File: config.mk
export PLATFORM = sky130hd
export DESIGN_NAME = irq_ctrl
export DESIGN_NICKNAME = d
export VERILOG_FILES = /design/src/rtl/irq_ctrl.sv
export SDC_FILE = /design/constraint.sdc
export NUM_CORES = 1
export LEC_CHECK = 0
export ABC_AREA = 1
export BUFFER_PORTS_ARGS = -buffer_cell sky130_fd_sc_hd__buf_4
export CAP_MARGIN = 20
export CORE_ASPECT_RATIO = 0.6
export CORE_UTILIZATION = 40
export DETAILED_ROUTE_END_ITERATION = 10
export GPL_TIMING_DRIVEN = 0
export HOLD_SLACK_MARGIN = 0.08
export PLACE_DENSITY_LB_ADDON = 0.25
export SLEW_MARGIN = 20
export SYNTH_ARGS = -nofsm -noshare
export SYNTH_HDL_FRONTEND = slang
export SYNTH_SLANG_ARGS = --single-unit
export TNS_END_PERCENT = 50
File: constraint.sdc
create_clock -name clk -period 1.1 [get_ports clk]
set_clock_uncertainty 0.2 [all_clocks]
set_input_delay 0.275 -clock clk [delete_from_list [all_inputs] [get_ports clk]]
set_output_delay 0.275 -clock clk [all_outputs]
set_load 0.05 [all_outputs]
File: src/rtl/irq_ctrl.sv
// Prioritised, maskable multi-channel interrupt controller.
// Feeds one request plus vector address to the core; retires it on irq_ack.
module irq_ctrl #(
    parameter int unsigned        NUM_IRQ    = 4,
    parameter int unsigned        ID_W       = 2,
    parameter logic [NUM_IRQ-1:0] EDGE_MASK  = '1,
    parameter logic [NUM_IRQ-1:0] MASK_RST   = '1,
    parameter logic [31:0]        VEC_BASE   = 32'h0000_1000,
    parameter logic [31:0]        VEC_STRIDE = 32'h0000_0020
) (
    input  logic               clk,
    input  logic               rst,
    input  logic [NUM_IRQ-1:0] irq_src,
    input  logic               mask_we,
    input  logic [NUM_IRQ-1:0] mask_wd,
    output logic [NUM_IRQ-1:0] mask_q,
    output logic [NUM_IRQ-1:0] pend_q,
    output logic               irq,
    output logic [31:0]        irq_addr,
    output logic [ID_W-1:0]    irq_id,
    input  logic               irq_ack,
    output logic               busy
);

    typedef enum logic [1:0] {
        IDLE,
        REQ,
        GAP
    } state_t;

    state_t state_q, state_d;

    logic [NUM_IRQ-1:0] s1_q, s1_d;
    logic [NUM_IRQ-1:0] s2_q, s2_d;
    logic [NUM_IRQ-1:0] prev_q, prev_d;
    logic [NUM_IRQ-1:0] pend_d;
    logic [NUM_IRQ-1:0] mask_d;
    logic [ID_W-1:0]    irq_id_q, irq_id_d;
    logic [31:0]        irq_addr_q, irq_addr_d;

    logic [NUM_IRQ-1:0] set_vec;
    logic [NUM_IRQ-1:0] clr_vec;
    logic [NUM_IRQ-1:0] eligible;
    logic [ID_W-1:0]    winner;
    logic               ack_go;

    always_comb begin
        s1_d   = irq_src;
        s2_d   = s1_q;
        prev_d = s2_q;
    end

    // Edge channels fire on a 0->1 of the synchronised source; level ones every high cycle.
    always_comb begin
        set_vec = (s2_q & ~prev_q & EDGE_MASK) | (s2_q & ~EDGE_MASK);
    end

    always_comb begin
        eligible = pend_q & mask_q;
        winner   = '0;
        for (int i = NUM_IRQ - 1; i >= 0; i--) begin
            if (eligible[i]) begin
                winner = ID_W'(i);
            end
        end
    end

    // Set wins over the retire-clear of the in-service bit.
    always_comb begin
        ack_go  = (state_q == REQ) && irq_ack;
        clr_vec = '0;
        if (ack_go) begin
            clr_vec[irq_id_q] = 1'b1;
        end
        pend_d = (pend_q & ~clr_vec) | set_vec;
        mask_d = mask_we ? mask_wd : mask_q;
    end

    always_comb begin
        state_d    = state_q;
        irq_id_d   = irq_id_q;
        irq_addr_d = irq_addr_q;
        unique case (state_q)
            IDLE: begin
                if (|eligible) begin
                    state_d    = REQ;
                    irq_id_d   = winner;
                    irq_addr_d = VEC_BASE
                               + ({{(32 - ID_W){1'b0}}, winner} * VEC_STRIDE);
                end
            end
            REQ: begin
                if (irq_ack) begin
                    state_d = GAP;
                end
            end
            GAP: begin
                state_d = IDLE;
            end
            default: begin
                state_d = IDLE;
            end
        endcase
    end

    always_ff @(posedge clk or negedge rst) begin
        if (!rst) begin
            state_q    <= IDLE;
            s1_q       <= '0;
            s2_q       <= '0;
            prev_q     <= '0;
            pend_q     <= '0;
            mask_q     <= MASK_RST;
            irq_id_q   <= '0;
            irq_addr_q <= VEC_BASE;
        end else begin
            state_q    <= state_d;
            s1_q       <= s1_d;
            s2_q       <= s2_d;
            prev_q     <= prev_d;
            pend_q     <= pend_d;
            mask_q     <= mask_d;
            irq_id_q   <= irq_id_d;
            irq_addr_q <= irq_addr_d;
        end
    end

    assign irq      = (state_q == REQ);
    assign busy     = (state_q != IDLE);
    assign irq_id   = irq_id_q;
    assign irq_addr = irq_addr_q;

endmodule

==> key figures, run 1 <==
Clock tree
  • Root Driver: clkbuf_8
  • Clock tree buffer depth: 2
  • Skew-Pair Late Insertion Delay: 0.27 ns
  • Hold Buf Count CTS: 5
  • CTS Buf Count: 3
  • CTS tree: yes
  • Clock sink total: 24
  • Htree depth: 1
  • Clock transition at path regs: 0.08 ns

Timing
  • Tmin final: 1.537 ns
  • Hold Violations, Final: 0
  • Final worst setup slack: -0.4375 ns
  • Final Cycle Share: 1.398
  • Fmax: 650.4 MHz
  • RSZ-0062 raised after global routing: true
  • Final setup vio count: 21
  • Final slew viol count: 0

Route
  • DRC Markers: 0
  • Post-route ant nets: 0
  • Routed vias/inst: 4.096
  • WL final: 2138 µm
  • DR iter-0 viols: 8
  • Avg WL per Cell: 10.28 µm
  • Via count: 852
  • First-pass DRT Iterations: 4

Yosys
  • Yosys cell types: 12
  • Simple-Gate Fraction of Synth Area: 0.09101
  • Avg Inst Size Synth: 10.34 µm²
  • Compound-gate portion of the synthesized area: 0.04378
  • Largest family of logic cells by synthesized area: buffers and inverters
  • Sequential fraction of the synthesis area: 0.5576
  • Mapped Cells: 105
  • Number of synthesized register bits: 24
  • Mapped cell area: 0.001086 mm²
  • Yosys warning count: 0
  • Post-synthesis mux area share: 0.04147
  • Post-Synth XOR/XNOR Area: 0
  • Post-Synth Adder-Cell Area: 0

Critical path
  • Worst path required time: 0.62 ns
  • Worst Setup End Kind: output pin
  • Type of origin of the critical path: flop
  • CP Max Fanout: 3
  • Setup CP Type: reg2out
  • Reg-to-Reg Start: mask_q[1]
  • Worst Path Arrival: 1.06 ns
  • Worst Setup SP: state_q[0]

Floorplanning
  • Die height: 42.36 µm
  • Core Region: 0.002540 mm²
  • IO Count: 56
  • Die Area: 0.002934 mm²
  • Initial Util: 0.4276
  • Row Count: 14
  • Die width: 69.27 µm

Pwr
  • Final Power: 4.382 mW
  • Sequential fraction of design power: 0.295
  • Leak Pwr: 0.9493 nW
  • Clock share of power: 0.134
  • Comb pwr share: 0.571
  • Switch share: 0.4585
  • PD cells: 2452 mW/mm²
  • Int Pwr: 2.373 mW
  • Switch Pwr: 2.009 mW
  • VDD IR-drop max: 0.001081 V

Place
  • IO Port Bufs: 25
  • Post-DP Area: 0.001433 mm²
  • DP HPWL: 1345 µm
  • Placer Congestion: 0.8382

Worst hold path
  • Hold Path Origin: irq_ack
  • Min-delay worst type: in2reg

Final layout
  • Ant. Diodes: 0
  • Layout Nets: 189
  • Area Overhead vs Synth: 64.52%
  • Fin area: 0.001787 mm²
  • # fillers: 190
  • Layout cells sized above 1: 0.5852

Global route
  • First-pass GRT wire length: 3153 µm
  • Tot GR Track Use: 0.1402
  • Number of global-route vias before repair: 748
  • Antenna violations before repair: 0
  • Remaining Overflow, GRT: 0
  • Largest net degree at the start of global routing: 25

Run status
  • Failing checks: setup timing
  • Status: complete, but fails checks

Run
  • Max Cap Violations: 0
[per-layer routing]
layer  GRT usage  share of wire  vias to the layer above
met5           0              0                        -
met4     0.02449         0.0080                        0
met3     0.06971          0.069                        2
met2      0.2602           0.53                       32
met1      0.1455           0.39                      415
li1            -              -                      403
[kinds of logic (layout without fill, tap and decap cells)]
| kind of cell | Yosys count | in the layout |
|---|---|---|
| compound gates | 9 | 9 |
| mux | 4 | 4 |
| simple gates | 23 | 23 |
| buf+inv | 43 | 86 |
| flops | 24 | 24 |
| other cells | 2 | 30 |
[power groups by stage]
stage	combinational, mW	clock [mW]	sequential [mW]
final	2.50	0.589	1.29
after global routing	2.61	0.643	1.31
after CTS	2.26	0.609	1.24
after global placement	1.81	0	1.24
after detailed placement	1.83	0	1.25
after floorplan	1.03	0	1.60
[sequential cells by signal (all words and copies together), names as in the netlist]
signal / cells
s1_q: 4
irq_id: 2
mask_q: 4
prev_q: 4
state_q: 2
pend_q: 4
prev_d: 4
[cells in the final DEF, fill, tap and decap left out, drive strengths merged]
| master | Yosys | layout |
|---|---|---|
| buf | 32 | 66 |
| clkbuf | 0 | 4 |
| clkinvlp | 0 | 1 |
| conb | 2 | 30 |
| dfrtp | 20 | 20 |
| dfstp | 4 | 4 |
| dlygate4sd3 | 0 | 5 |
| inv | 11 | 10 |
| mux2 | 4 | 4 |
| nand2 | 18 | 18 |
| nand3 | 4 | 4 |
| nor2 | 1 | 1 |
| o211ai | 1 | 1 |
| o21ai | 8 | 8 |
[final cells by class]
type / count / area, µm² / area share
inverter: 11 / 45.04 / 0.02521
multi-input combinational: 66 / 384.1 / 0.2150
sequential: 24 / 611.8 / 0.3424
timing repair buffer: 39 / 399.1 / 0.2234
clock buffer: 4 / 55.05 / 0.03081
tap: 32 / 40.04 / 0.02241
buffer: 32 / 251.5 / 0.1408
[final timing paths]
kind	to	slack [ns]	cells past startpoint
worst max-delay path	irq	-0.44	3
worst min-delay path	state_q[0]	0.03	2
worst max register to register	irq_id[0]	-0.23	7
worst min register to register	prev_d[2]	0.15	0
max in group asynchronous	mask_q[3]	0.19	2
min in group asynchronous	pend_q[2]	0.23	2
[critical path: stages, from the launching register on]
cell and delay, ns:
dfrtp_2 0.46, nand2_4 0.10, clkinvlp_4 0.08, buf_8 0.15
[what timing repair did]
action | CTS | global route
pin swaps | 3 | 8
endpoints found under the setup margin | 21 | 21
endpoints found under the hold margin | 33 | 5
gates resized for setup | 31 | 27
gates cloned | 0 | 0
setup buffers | 8 | 1
[cells in the mapped netlist]
library cell | instances | share of area
nand2_1 | 16 | 0.055
nand3_1 | 4 | 0.018
buf_4 | 32 | 0.22
o21ai_0 | 8 | 0.037
nor2_2 | 1 | 0.0058
dfstp_2 | 4 | 0.097
mux2_2 | 4 | 0.041
conb_1 | 2 | 0.0069
inv_1 | 11 | 0.038
nand2_2 | 2 | 0.012
dfrtp_1 | 20 | 0.46
o211ai_1 | 1 | 0.0069
[stage by stage]
step	setup TNS [ns]	setup slack, ns	std cells	util	hold slack [ns]
CTS	-5.309	-0.4422	207	0.6645	0.02955
floorplan	-1.901	-0.2757	133	-	-0.2206
global route	-6.316	-0.4595	208	0.7034	0.03573
finish	-5.483	-0.4375	208	0.7034	0.03043
detailed placement	-1.515	-0.1976	190	0.5640	-0.01272
global placement	-1.313	-0.1809	190	0.5640	-0.01993
(Power assumes the default switching activity.)
==> run 2, diff against run 1 <==
Settings changed: PLACE_DENSITY from default to 0.85, PLACE_DENSITY_LB_ADDON 0.25 to default.
==> key figures, run 2 (synthesis results as in run 1) <==
Run status
  • Status: complete, but fails checks
  • Failing checks: setup timing

Pwr
  • PD cells: 2463 mW/mm²
  • Leak Pwr: 0.9815 nW
  • Clock share of power: 0.113
  • VDD IR-drop max: 0.001366 V
  • Int Pwr: 2.429 mW
  • Final Power: 4.543 mW
  • Comb pwr share: 0.598
  • Switch Pwr: 2.114 mW
  • Sequential fraction of design power: 0.289
  • Switch share: 0.4654

Floorplanning
  • Die height: 42.36 µm
  • Row Count: 14
  • Die Area: 0.002934 mm²
  • IO Count: 56
  • Core Region: 0.002540 mm²
  • Initial Util: 0.4276
  • Die width: 69.27 µm

Global route
  • Remaining Overflow, GRT: 0
  • Largest net degree at the start of global routing: 25
  • First-pass GRT wire length: 3374 µm
  • Number of global-route vias before repair: 830
  • Antenna violations before repair: 0
  • Tot GR Track Use: 0.1487

Timing
  • Final slew viol count: 0
  • Final setup vio count: 23
  • Final Cycle Share: 1.419
  • Final worst setup slack: -0.4607 ns
  • Tmin final: 1.561 ns
  • Fmax: 640.7 MHz
  • Hold Violations, Final: 0
  • RSZ-0062 raised after global routing: true

Route
  • Routed vias/inst: 4.304
  • First-pass DRT Iterations: 4
  • DR iter-0 viols: 47
  • DRC Markers: 0
  • Via count: 921
  • Post-route ant nets: 0
  • Avg WL per Cell: 12.06 µm
  • WL final: 2580 µm

Final layout
  • Area Overhead vs Synth: 69.82%
  • Layout Nets: 195
  • # fillers: 159
  • Finished Layout Cells: 214
  • Most common cell after layout, fill and taps aside: buf_4
  • Most frequent cells in the layout: buf_4 (51), conb_1 (30), dfrtp_1 (14)
  • Multi-input logic area: 401.6 µm²
  • Register Area: 613.1 µm²
  • Ant. Diodes: 0
  • Layout cells sized above 1: 0.5989

Critical path
  • Worst path required time: 0.62 ns
  • Type of origin of the critical path: flop
  • Worst Setup End Kind: output pin
  • Worst Setup SP: state_q[1]
  • Setup CP Type: reg2out
  • Worst Path Arrival: 1.09 ns
  • CP Max Fanout: 2
  • Reg-to-Reg Start: state_q[0]

Clock tree
  • CTS tree: yes
  • CTS Buf Count: 3
  • Root Driver: clkbuf_8
  • Clock sink total: 24
  • Htree depth: 1
  • Clock transition at path regs: 0.08 ns
  • Hold Buf Count CTS: 5
  • Skew-Pair Late Insertion Delay: 0.26 ns
  • Clock tree buffer depth: 2

Place
  • Cells after DPL: 190
  • DP HPWL: 1352 µm
  • IO Port Bufs: 25
  • Placer Congestion: 0.7288

Worst hold path
  • Min-delay worst type: in2reg
  • Hold Path Origin: mask_wd[0]

Run
  • Max Cap Violations: 0
## run 2: cell types whose count changed in the layout (fill, tap and decap cells not counted), sizes merged
cell | previous run | this run
buf | 66 | 72
## run 2: path summary, 6_finish.rpt
kind	to	slack, ns	cells after the start
min reg2reg	prev_d[0]	0.15	0
max reg2reg	irq_id[0]	-0.27	7
min in group asynchronous	state_q[1]	0.25	2
max	irq	-0.46	4
max in group asynchronous	mask_q[2]	0.16	2
min	mask_q[0]	0.05	2
## run 2: timing repair
action                                  in CTS  in global routing
setup buffers                                9                  6
endpoints found under the setup margin      21                 23
pin swaps                                    3                  8
endpoints found under the hold margin       33                  5
gates cloned                                 0                  0
gates resized for setup                     28                 34
## run 2: layer usage
layer  global-route usage  share of wire  vias up
met1               0.1469           0.36      444
met4              0.03265          0.025        0
met5                    0              0        -
met3              0.07212          0.081        9
met2               0.2835           0.54       53
li1                     -              -      415
## run 2: final cells by class
cell class | count | share of cell area
Sequential cell | 24 | 0.3324
Tap cell | 32 | 0.02171
Timing Repair Buffer | 45 | 0.2429
Multi-Input combinational cell | 66 | 0.2178
Inverter | 11 | 0.02442
Buffer | 32 | 0.1364
Clock buffer | 4 | 0.02442
## run 2: power groups by stage
stage          clock network [mW]  registers, mW  logic (mW)
5_1_grt                     0.576           1.33        2.82
4_1_cts                     0.527           1.23        2.27
3_3_place_gp                    0           1.24        1.81
2_1_floorplan                   0           1.60        1.03
6_report                    0.514           1.31        2.71
3_5_place_dp                    0           1.24        1.84
## run 2: per-stage QoR
stage / utilization / worst slack, ns / hold WS, ns / TNS (ns) / instance area [µm²]
final: 0.7261 / -0.4607 / 0.04894 / -6.360 / 1844
after global routing: 0.7261 / -0.5065 / 0.04139 / -7.172 / 1844
after CTS: 0.6621 / -0.4303 / 0.02816 / -5.528 / 1682
after detailed placement: 0.5640 / -0.2059 / -0.01180 / -1.538 / 1433
after global placement: 0.5640 / -0.1893 / -0.02659 / -1.262 / 1433
after floorplan: - / -0.2757 / -0.2206 / -1.901 / 1205
## run 2: critical path, stage by stage, from the launching register on
cell        delay, ns
dfrtp_1          0.43
inv_2            0.08
nand2_4          0.09
clkinvlp_4       0.08
buf_8            0.15
